**config.mk**
```make
export PLATFORM = sky130hd
export DESIGN_NAME = load_store_unit
export DESIGN_NICKNAME = d
export VERILOG_FILES = /design/src/rtl/lsu_pkg.sv /design/src/rtl/lsu_byte_lane.sv /design/src/rtl/load_store_unit.sv
export SDC_FILE = /design/constraint.sdc
export NUM_CORES = 1
export LEC_CHECK = 0
export ABC_AREA = 1
export CAP_MARGIN = 20
export CORE_UTILIZATION = 35
export DETAILED_ROUTE_END_ITERATION = 12
export DONT_BUFFER_PORTS = 1
export HOLD_SLACK_MARGIN = 0.05
export PLACE_DENSITY = 0.54
export SLEW_MARGIN = 20
export SYNTH_ARGS = -nofsm -noshare
export SYNTH_HDL_FRONTEND = slang
export SYNTH_HIERARCHICAL = 1
export SYNTH_SLANG_ARGS = --single-unit
```
**constraint.sdc**
```tcl
create_clock -name clk -period 2.06 [get_ports clk]
set_input_delay 0.412 -clock clk [delete_from_list [all_inputs] [get_ports clk]]
set_output_delay 0.412 -clock clk [all_outputs]
set_load 0.1 [all_outputs]
```
**src/rtl/lsu_pkg.sv**
```systemverilog
// Shared definitions for the load/store unit: access sizes, FSM states,
// byte-lane geometry and small address helpers.
// Optional feature macro: LSU_MISALIGN_CHECK_EN (see load_store_unit.sv).
package lsu_pkg;

  localparam logic [1:0] SIZE_B = 2'b00;
  localparam logic [1:0] SIZE_H = 2'b01;
  localparam logic [1:0] SIZE_W = 2'b10;

  localparam int LANE_W = 8;
  localparam int LANES  = 4;

  typedef enum logic [1:0] {IDLE, ACCESS, MERGE, RESP} lsu_state_t;

  // The reserved encoding 2'b11 behaves exactly like a word access.
  function automatic logic [1:0] normSize(input logic [1:0] size);
    return (size == 2'b11) ? SIZE_W : size;
  endfunction

  // Halfwords must be even, words must sit on a 4-byte boundary.
  function automatic logic isMisaligned(input logic [1:0] size, input logic [1:0] offset);
    return ((size == SIZE_H) && offset[0]) || ((size == SIZE_W) && (offset != 2'b00));
  endfunction

  // Clears the address bits below the access size (used when no check is done).
  function automatic logic [1:0] alignOffset(input logic [1:0] size, input logic [1:0] offset);
    case (size)
      SIZE_B:  return offset;
      SIZE_H:  return {offset[1], 1'b0};
      default: return 2'b00;
    endcase
  endfunction

endpackage

```
**src/rtl/lsu_byte_lane.sv**
```systemverilog
// Combinational byte-lane datapath: load extraction with sign/zero
// extension, and the read-modify-write merge for sub-word stores.
module lsu_byte_lane
  import lsu_pkg::*;
(
  input  logic [31:0] loadWord,
  input  logic [1:0]  offset,
  input  logic [1:0]  size,
  input  logic        isUnsigned,
  input  logic [31:0] oldWord,
  input  logic [31:0] newData,
  output logic [31:0] loadData,
  output logic [31:0] mergedWord
);

  logic [7:0]  byteVal;
  logic [15:0] halfVal;

  assign byteVal = loadWord[{offset, 3'b000} +: LANE_W];
  assign halfVal = offset[1] ? loadWord[31:16] : loadWord[15:0];

  // Extend the selected lane to a full word according to size and signedness.
  always_comb begin
    loadData = loadWord;
    case (size)
      SIZE_B:  loadData = {{24{~isUnsigned & byteVal[7]}}, byteVal};
      SIZE_H:  loadData = {{16{~isUnsigned & halfVal[15]}}, halfVal};
      default: loadData = loadWord;
    endcase
  end

  genvar gi;
  generate
    for (gi = 0; gi < LANES; gi++) begin : gLane
      localparam logic [1:0] LANE_IDX = 2'(gi);
      logic       laneSel;
      logic [7:0] laneNew;

      // Decide whether this lane takes store data, and which store byte feeds it.
      always_comb begin
        laneSel = 1'b1;
        laneNew = newData[gi*LANE_W +: LANE_W];
        case (size)
          SIZE_B: begin
            laneSel = (offset == LANE_IDX);
            laneNew = newData[7:0];
          end
          SIZE_H: begin
            laneSel = (offset[1] == LANE_IDX[1]);
            laneNew = newData[(gi % 2)*LANE_W +: LANE_W];
          end
          default: begin
            laneSel = 1'b1;
            laneNew = newData[gi*LANE_W +: LANE_W];
          end
        endcase
      end

      assign mergedWord[gi*LANE_W +: LANE_W] = laneSel ? laneNew : oldWord[gi*LANE_W +: LANE_W];
    end
  endgenerate

endmodule

```
**src/rtl/load_store_unit.sv**
```systemverilog
// Load/store unit: valid/ready request side towards the core, aligned
// word-addressed port towards data memory. Sub-word stores use a
// read (ACCESS) then merged write (MERGE).
// Optional feature macro: LSU_MISALIGN_CHECK_EN -- when defined, misaligned
// requests complete with resp_err=1 and never touch memory; when undefined,
// low address bits below the access size are simply dropped.
module load_store_unit
  import lsu_pkg::*;
#(
  parameter int N = 32
) (
  input  logic         clk,
  input  logic         rst_n,
  input  logic         req_valid,
  output logic         req_ready,
  input  logic         req_write,
  input  logic [1:0]   req_size,
  input  logic         req_unsigned,
  input  logic [N-1:0] req_addr,
  input  logic [N-1:0] req_wdata,
  output logic         resp_valid,
  output logic [N-1:0] resp_rdata,
  output logic         resp_err,
  output logic [N-1:0] mem_adr,
  output logic [N-1:0] mem_wdata,
  output logic         mem_write,
  input  logic [N-1:0] mem_rdata
);

  lsu_state_t   stateReg, stateNext;
  logic [N-1:0] addrReg, wdataReg, oldReg, rdataReg;
  logic [1:0]   sizeReg;
  logic         unsignedReg, writeReg;
  logic [1:0]   reqSize, reqOffset;
  logic         reqMisaligned;
  logic [N-1:0] loadData, mergedWord;
  logic         accept;

  assign reqSize = normSize(req_size);
  assign accept  = (stateReg == IDLE) && req_valid;

`ifdef LSU_MISALIGN_CHECK_EN
  logic errReg;
  assign reqMisaligned = isMisaligned(reqSize, req_addr[1:0]);
  assign reqOffset     = req_addr[1:0];
  assign resp_err      = errReg && (stateReg == RESP);
`else
  assign reqMisaligned = 1'b0;
  assign reqOffset     = alignOffset(reqSize, req_addr[1:0]);
  assign resp_err      = 1'b0;
`endif

  assign mem_adr    = {addrReg[N-1:2], 2'b00};
  assign resp_rdata = rdataReg;

  lsu_byte_lane uLane (
    .loadWord   (mem_rdata),
    .offset     (addrReg[1:0]),
    .size       (sizeReg),
    .isUnsigned (unsignedReg),
    .oldWord    (oldReg),
    .newData    (wdataReg),
    .loadData   (loadData),
    .mergedWord (mergedWord)
  );

  // State and request latches; reset abandons any access in flight.
  always_ff @(posedge clk or negedge rst_n) begin
    if (!rst_n) begin
      stateReg    <= IDLE;
      addrReg     <= '0;
      wdataReg    <= '0;
      oldReg      <= '0;
      rdataReg    <= '0;
      sizeReg     <= SIZE_B;
      unsignedReg <= 1'b0;
      writeReg    <= 1'b0;
`ifdef LSU_MISALIGN_CHECK_EN
      errReg      <= 1'b0;
`endif
    end else begin
      stateReg <= stateNext;
      if (accept) begin
        addrReg     <= {req_addr[N-1:2], reqOffset};
        wdataReg    <= req_wdata;
        sizeReg     <= reqSize;
        unsignedReg <= req_unsigned;
        writeReg    <= req_write;
        rdataReg    <= '0;
`ifdef LSU_MISALIGN_CHECK_EN
        errReg      <= reqMisaligned;
`endif
      end else if (stateReg == ACCESS) begin
        if (!writeReg) begin
          rdataReg <= loadData;
        end else if (sizeReg != SIZE_W) begin
          oldReg <= mem_rdata;
        end
      end
    end
  end

  // Next-state and state-decoded outputs; memory strobes depend only on registers.
  always_comb begin
    stateNext  = stateReg;
    req_ready  = 1'b0;
    resp_valid = 1'b0;
    mem_write  = 1'b0;
    mem_wdata  = '0;
    case (stateReg)
      IDLE: begin
        req_ready = 1'b1;
        if (req_valid) begin
          stateNext = reqMisaligned ? RESP : ACCESS;
        end
      end
      ACCESS: begin
        if (writeReg && (sizeReg == SIZE_W)) begin
          mem_write = 1'b1;
          mem_wdata = wdataReg;
          stateNext = RESP;
        end else if (writeReg) begin
          stateNext = MERGE;
        end else begin
          stateNext = RESP;
        end
      end
      MERGE: begin
        mem_write = 1'b1;
        mem_wdata = mergedWord;
        stateNext = RESP;
      end
      RESP: begin
        resp_valid = 1'b1;
        stateNext  = IDLE;
      end
      default: stateNext = IDLE;
    endcase
  end

endmodule

```
; After elaboration in Yosys (flattened, before gate mapping)
; Cells that the tools add are included.
[classes]
bitwise_logic = 5
n_eq_ne = 13
shifts = 1
mux = 28
reduce_logical = 10
[ops]
columns = op, n
row1 = 32-bit two-way mux, 4
row2 = 32-bit one-hot mux with 2 select lines, 2
row3 = 8-bit two-way mux, 6
row4 = 32-bit by 6-bit indexed part select with 8-bit output, 1
row5 = 16-bit two-way mux, 1
row6 = 8-bit one-hot mux with 2 select lines, 1
row7 = "2-bit equality test, second input constant", 6
row8 = 1-bit one-hot mux with 2 select lines, 5
row9 = "2-bit by 1-bit equality test with 1-bit output, second input constant", 4
row10 = 2-bit logical NOT, 4
row11 = 2-bit one-hot mux with 4 select lines, 1
row12 = 1-bit two-way mux, 5
row13 = 2-bit two-way mux, 2
row14 = "2-bit inequality test, second input constant", 2
row15 = 2-bit one-hot mux with 2 select lines, 1
row16 = 4-bit AND reduction, 1
row17 = 1-bit NOT, 3
row18 = 1-bit bitwise AND, 2
row19 = 1-bit logical AND, 2
row20 = "2-bit by 1-bit inequality test with 1-bit output, second input constant", 1
row21 = 2-bit AND reduction, 1
row22 = 2-bit nonzero test, 1
row23 = 2-bit OR reduction, 1
[totals]
register_bits = 134
word_cells = 65
inputBits = 103
output_inout_bits = 100

; Longest topological paths before layout
[logic_depth]
word_depth = 6
mapped_depth = 10
mapped_depth_nobuf = 9

; Hierarchy
; The synthesis kept the hierarchy.
[modules_own_cells]
columns = mod, seq_area_each_um2, instances, cells_per_inst, area_each_um2
row1 = load_store_unit, 3353.2, 1, 734, 6397.4
row2 = lsu_byte_lane, 0.0, 1, 313, 1457.6

; Worst setup path after synthesis
; OpenSTA, ideal clock, no wires.
[synth_timing]
kind = register -> output
from = reg sizeReg[0]
to = out mem_wdata[21]
stages_incl_launch_ff = 8
path_buffers = 1
setup_slack_ps = -1192
required_ps = 1648
arrival_time_ps = 2840
cell_sequence = dfrtp_1 > a21oi_2 > nand2_2 > buf_6 > o21ai_2 > o21a_1 > nand2_1 > a21oi_1
[synth_between]
elab_chain_len = 5
word_cells_on_any_way = 10
classes_between = eq/ne (2) / mux (5) / reduce/logical (3)
[synth_rtl]
columns = item, line
row1 = from (decl), load_store_unit.sv:32  ; logic [1:0] sizeReg;
row2 = from (signal assigned), load_store_unit.sv:86  ; sizeReg <= reqSize;
row3 = 2-bit by 1-bit equality test with 1-bit output or 2-bit logical NOT (tied branches), lsu_byte_lane.sv:43  ; case (size)
row4 = 2-bit OR reduction (no line), -
row5 = 8-bit two-way mux, lsu_byte_lane.sv:43
row6 = 8-bit two-way mux (*), lsu_byte_lane.sv:59  ; assign mergedWord[gi*LANE_W +: LANE_W] = laneSel ? laneNew : oldWord[gi*LANE_W +: LANE_W];
row7 = net mergedWord[21], load_store_unit.sv:36  ; logic [N-1:0] loadData, mergedWord;
row8 = 32-bit one-hot mux with 2 select lines (*), load_store_unit.sv:110  ; case (stateReg)
row9 = to (decl), load_store_unit.sv:25  ; output logic [N-1:0] mem_wdata,
; The timed path passes the listed nets; every way through them passes the cells marked *.

; Worst setup path in the final report
[layout_timing]
from = reg sizeReg[0]
to = out mem_wdata[19]
; Same word-level chain as after synthesis.

==> summary.txt <==
Detailed routing
  – Wire length per cell: between 15 and 20 µm
  – Mean number of vias per cell: between 5 and 6
  – Iter 0 DRT Violations: around 620
  – Residual DRC count: 0
  – Routed Antenna Nets: 0
  – Via count: about 7,200
  – Total wire length: ~26 mm
  – First-pass DRT Iterations: 5

Yosys
  – Yosys reg bits: 134
  – Synth Instances: 1,047
  – Seq/Total Area, Yosys: 42.7%
  – Async set or reset register ratio after synthesis: 100%
  – Synth Warn #: 6
  – Post-Syn Area: between 7000 and 8000 µm²
  – Post-synth cell types: 32
  – Ys flop type: dfrtp_1
  – Number of synthesized flops with an enable pin: 0
  – Syn_area_per_cell: between 7 and 8 µm²

Timing
  – Final hold slack: -0.311 ns
  – Post-route worst setup slack: -0.409 ns
  – Final worst-path cycle share: 120%
  – RSZ-0062 raised after global routing: yes
  – Final setup violation count: 33
  – Clock Skew: between 0.009 and 0.01 ns
  – FMAX: ~400 MHz
  – Final Critical Period: between 2 and 2.5 ns
  – Slew Limit Fails: 0
  – Final hold violation count: 134

Clock network
  – Htree depth: 4
  – Clk buf depth: 2
  – Clk_lat worst skew: between 0.4 and 0.5 ns
  – CTS buffer count: 17
  – Clock slew at reported path FFs: 0.06 ns
  – Clock sinks: 134
  – CTS tree: yes
  – CTS Root Cell: clkbuf_16

Die
  – Die Span Y: about 150 µm
  – Die width: around 150 µm
  – IO Pins: around 200
  – # rows: 54
  – Starting density of the core: 35.9%
  – Die ar.: approximately 23,000 µm²
  – Area of the core: 21,900 µm²

Worst setup path
  – CP Class: reg2out
  – WP data arrival: approximately 2.1 ns
  – Setup crit end kind: output pin
  – Critical path startpoint category: flip-flop
  – Critical Path RT: between 1.5 and 2 ns
  – Worst-path fanout max: 7

Global route
  – Vias in the first global route: roughly 6,900
  – Pin count of the biggest net entering global routing: ~140
  – Initial antenna violation count: 0
  – Total grt overflow: 0
  – First-pass GRT wire length: about 39 mm
  – GR Util All Layers: 22.1%

Cells and area
  – Commonest non-fill, non-tap cells in the layout: nand2_1 (391), dfrtp_1 (133), buf_4 (101)
  – Commonest non-fill, non-tap cell in the layout: nand2_1
  – Antenna cell count: 0
  – # fillers: around 2,100
  – Layout cells sized above 1: 32.8%
  – Final instance area: between 10,000 and 15,000 µm²
  – Layout area overhead: 37.2%
  – Nets: ~1,200

Placed design
  – Dpl ws: around 0.038 ns
  – DP Area: about 9500 µm²
  – DP HPWL: between 15 and 20 mm
  – I/O Buffers: 0
  – Gpl congestion: between 0.8 and 0.9

Worst hold path
  – HP Class: in2async

Flow run
  – MaxCap Viol Count: 0

Outcome
  – Status: finished with violations
  – Violated checks: negative hold slack, negative setup slack
repair_timing:
action | in CTS | in global routing
pin swaps | 56 | 27
cloned | 7 | 3
setup buffers | 16 | 7
setup endpoints to repair | 33 | 33
resized for setup | 52 | 48
endpoints found under the hold margin | 134 | 134
path summary, 6_finish.rpt:
kind	depth (start not counted)	end	start	slack, ns
setup / recovery	9	mem_wdata[19]	sizeReg[0]$_DFFE_PN0P_	-0.41
hold / removal	0	wdataReg[5]$_DFFE_PN0P_	rst_n	-0.31
setup reg to reg	13	resp_rdata[3]$_DFFE_PN0P_	sizeReg[1]$_DFFE_PN0P_	0.05
hold reg to reg	2	unsignedReg$_DFFE_PN0P_	unsignedReg$_DFFE_PN0P_	0.48
max in group asynchronous	0	oldReg[10]$_DFFE_PN0P_	rst_n	2.11
min in group clk	2	addrReg[5]$_DFFE_PN0P_	req_addr[5]	0.09
layout make-up:
type	instances	area, µm²	area share [%]
flip-flops and latches	134	3350	31.1
inverters	82	323	2.99
multi-input cells	741	4280	39.7
clock inverters	12	105	0.975
well taps	280	350	3.25
clock buffers	20	447	4.14
repair buffers	161	1920	17.8
synthesized netlist by cell type (2+ instances only):
library cell / n / area [µm²]
dfrtp_1: 134 / 3350
nand2_4: 2 / 22.5
buf_4: 43 / 323
inv_1: 78 / 293
o21ai_2: 43 / 377
clkbuf_1: 7 / 26.3
o21a_1: 8 / 60.1
buf_1: 3 / 11.3
buf_6: 21 / 236
nand2_1: 444 / 1670
nor2_1: 18 / 67.6
buf_2: 22 / 110
o21ai_0: 12 / 60.1
nand3_4: 2 / 35.0
nand4_1: 32 / 200
nor2_4: 2 / 22.5
inv_2: 2 / 7.51
o21ai_1: 22 / 110
nand2_2: 4 / 25.0
nand3_1: 98 / 490
a21oi_1: 34 / 170
ha_1: 5 / 62.6
inv_4: 2 / 12.5
flip-flops by register name (all words and copies together) (netlist names):
register / flops
oldReg: 32
writeReg: 1
sizeReg: 2
wdataReg: 32
unsignedReg: 1
addrReg: 32
stateReg: 2
resp_rdata: 32
metrics by stage:
stage               cells  utilization, %  TNS (ns)
floorplan            1049               -     -4.10
finish               1430            49.2    -12.27
global placement     1365            43.3         0
detailed placement   1365            43.3         0
CTS                  1420            48.0    -12.01
global route         1430            49.2    -14.83
logic make-up after synthesis:
family	count (synthesis)	share of synthesized area, %
adder cells (fa/ha/maj)	5	0.796
other	1	0.0477
flip-flops	134	42.7
AND/OR/NAND/NOR	607	33.2
AO/OA/AOI/OAI	122	10.3
buffers and inverters	178	13.0
critical path, stage by stage (launching register included):
cell and delay [ns]:
dfrtp_2 0.44, buf_4 0.15, a21oi_4 0.15, buf_6 0.13, nand2_8 0.07, o21ai_1 0.09, o21a_1 0.16, nand2_2 0.07
a21oi_4 0.18, buf_12 0.19
per-layer routing:
layer	share of wire [%]	up-vias	GRT usage, %
li1	-	3479	-
met1	42	3383	27.8
met3	8.3	40	7.59
met5	0	-	0
met4	2.5	0	7.43
met2	47	284	35.2
Power is left out: the tool's default activity adds up to more than one toggle a clock period on the data nets, which glitch-free logic cannot reach.
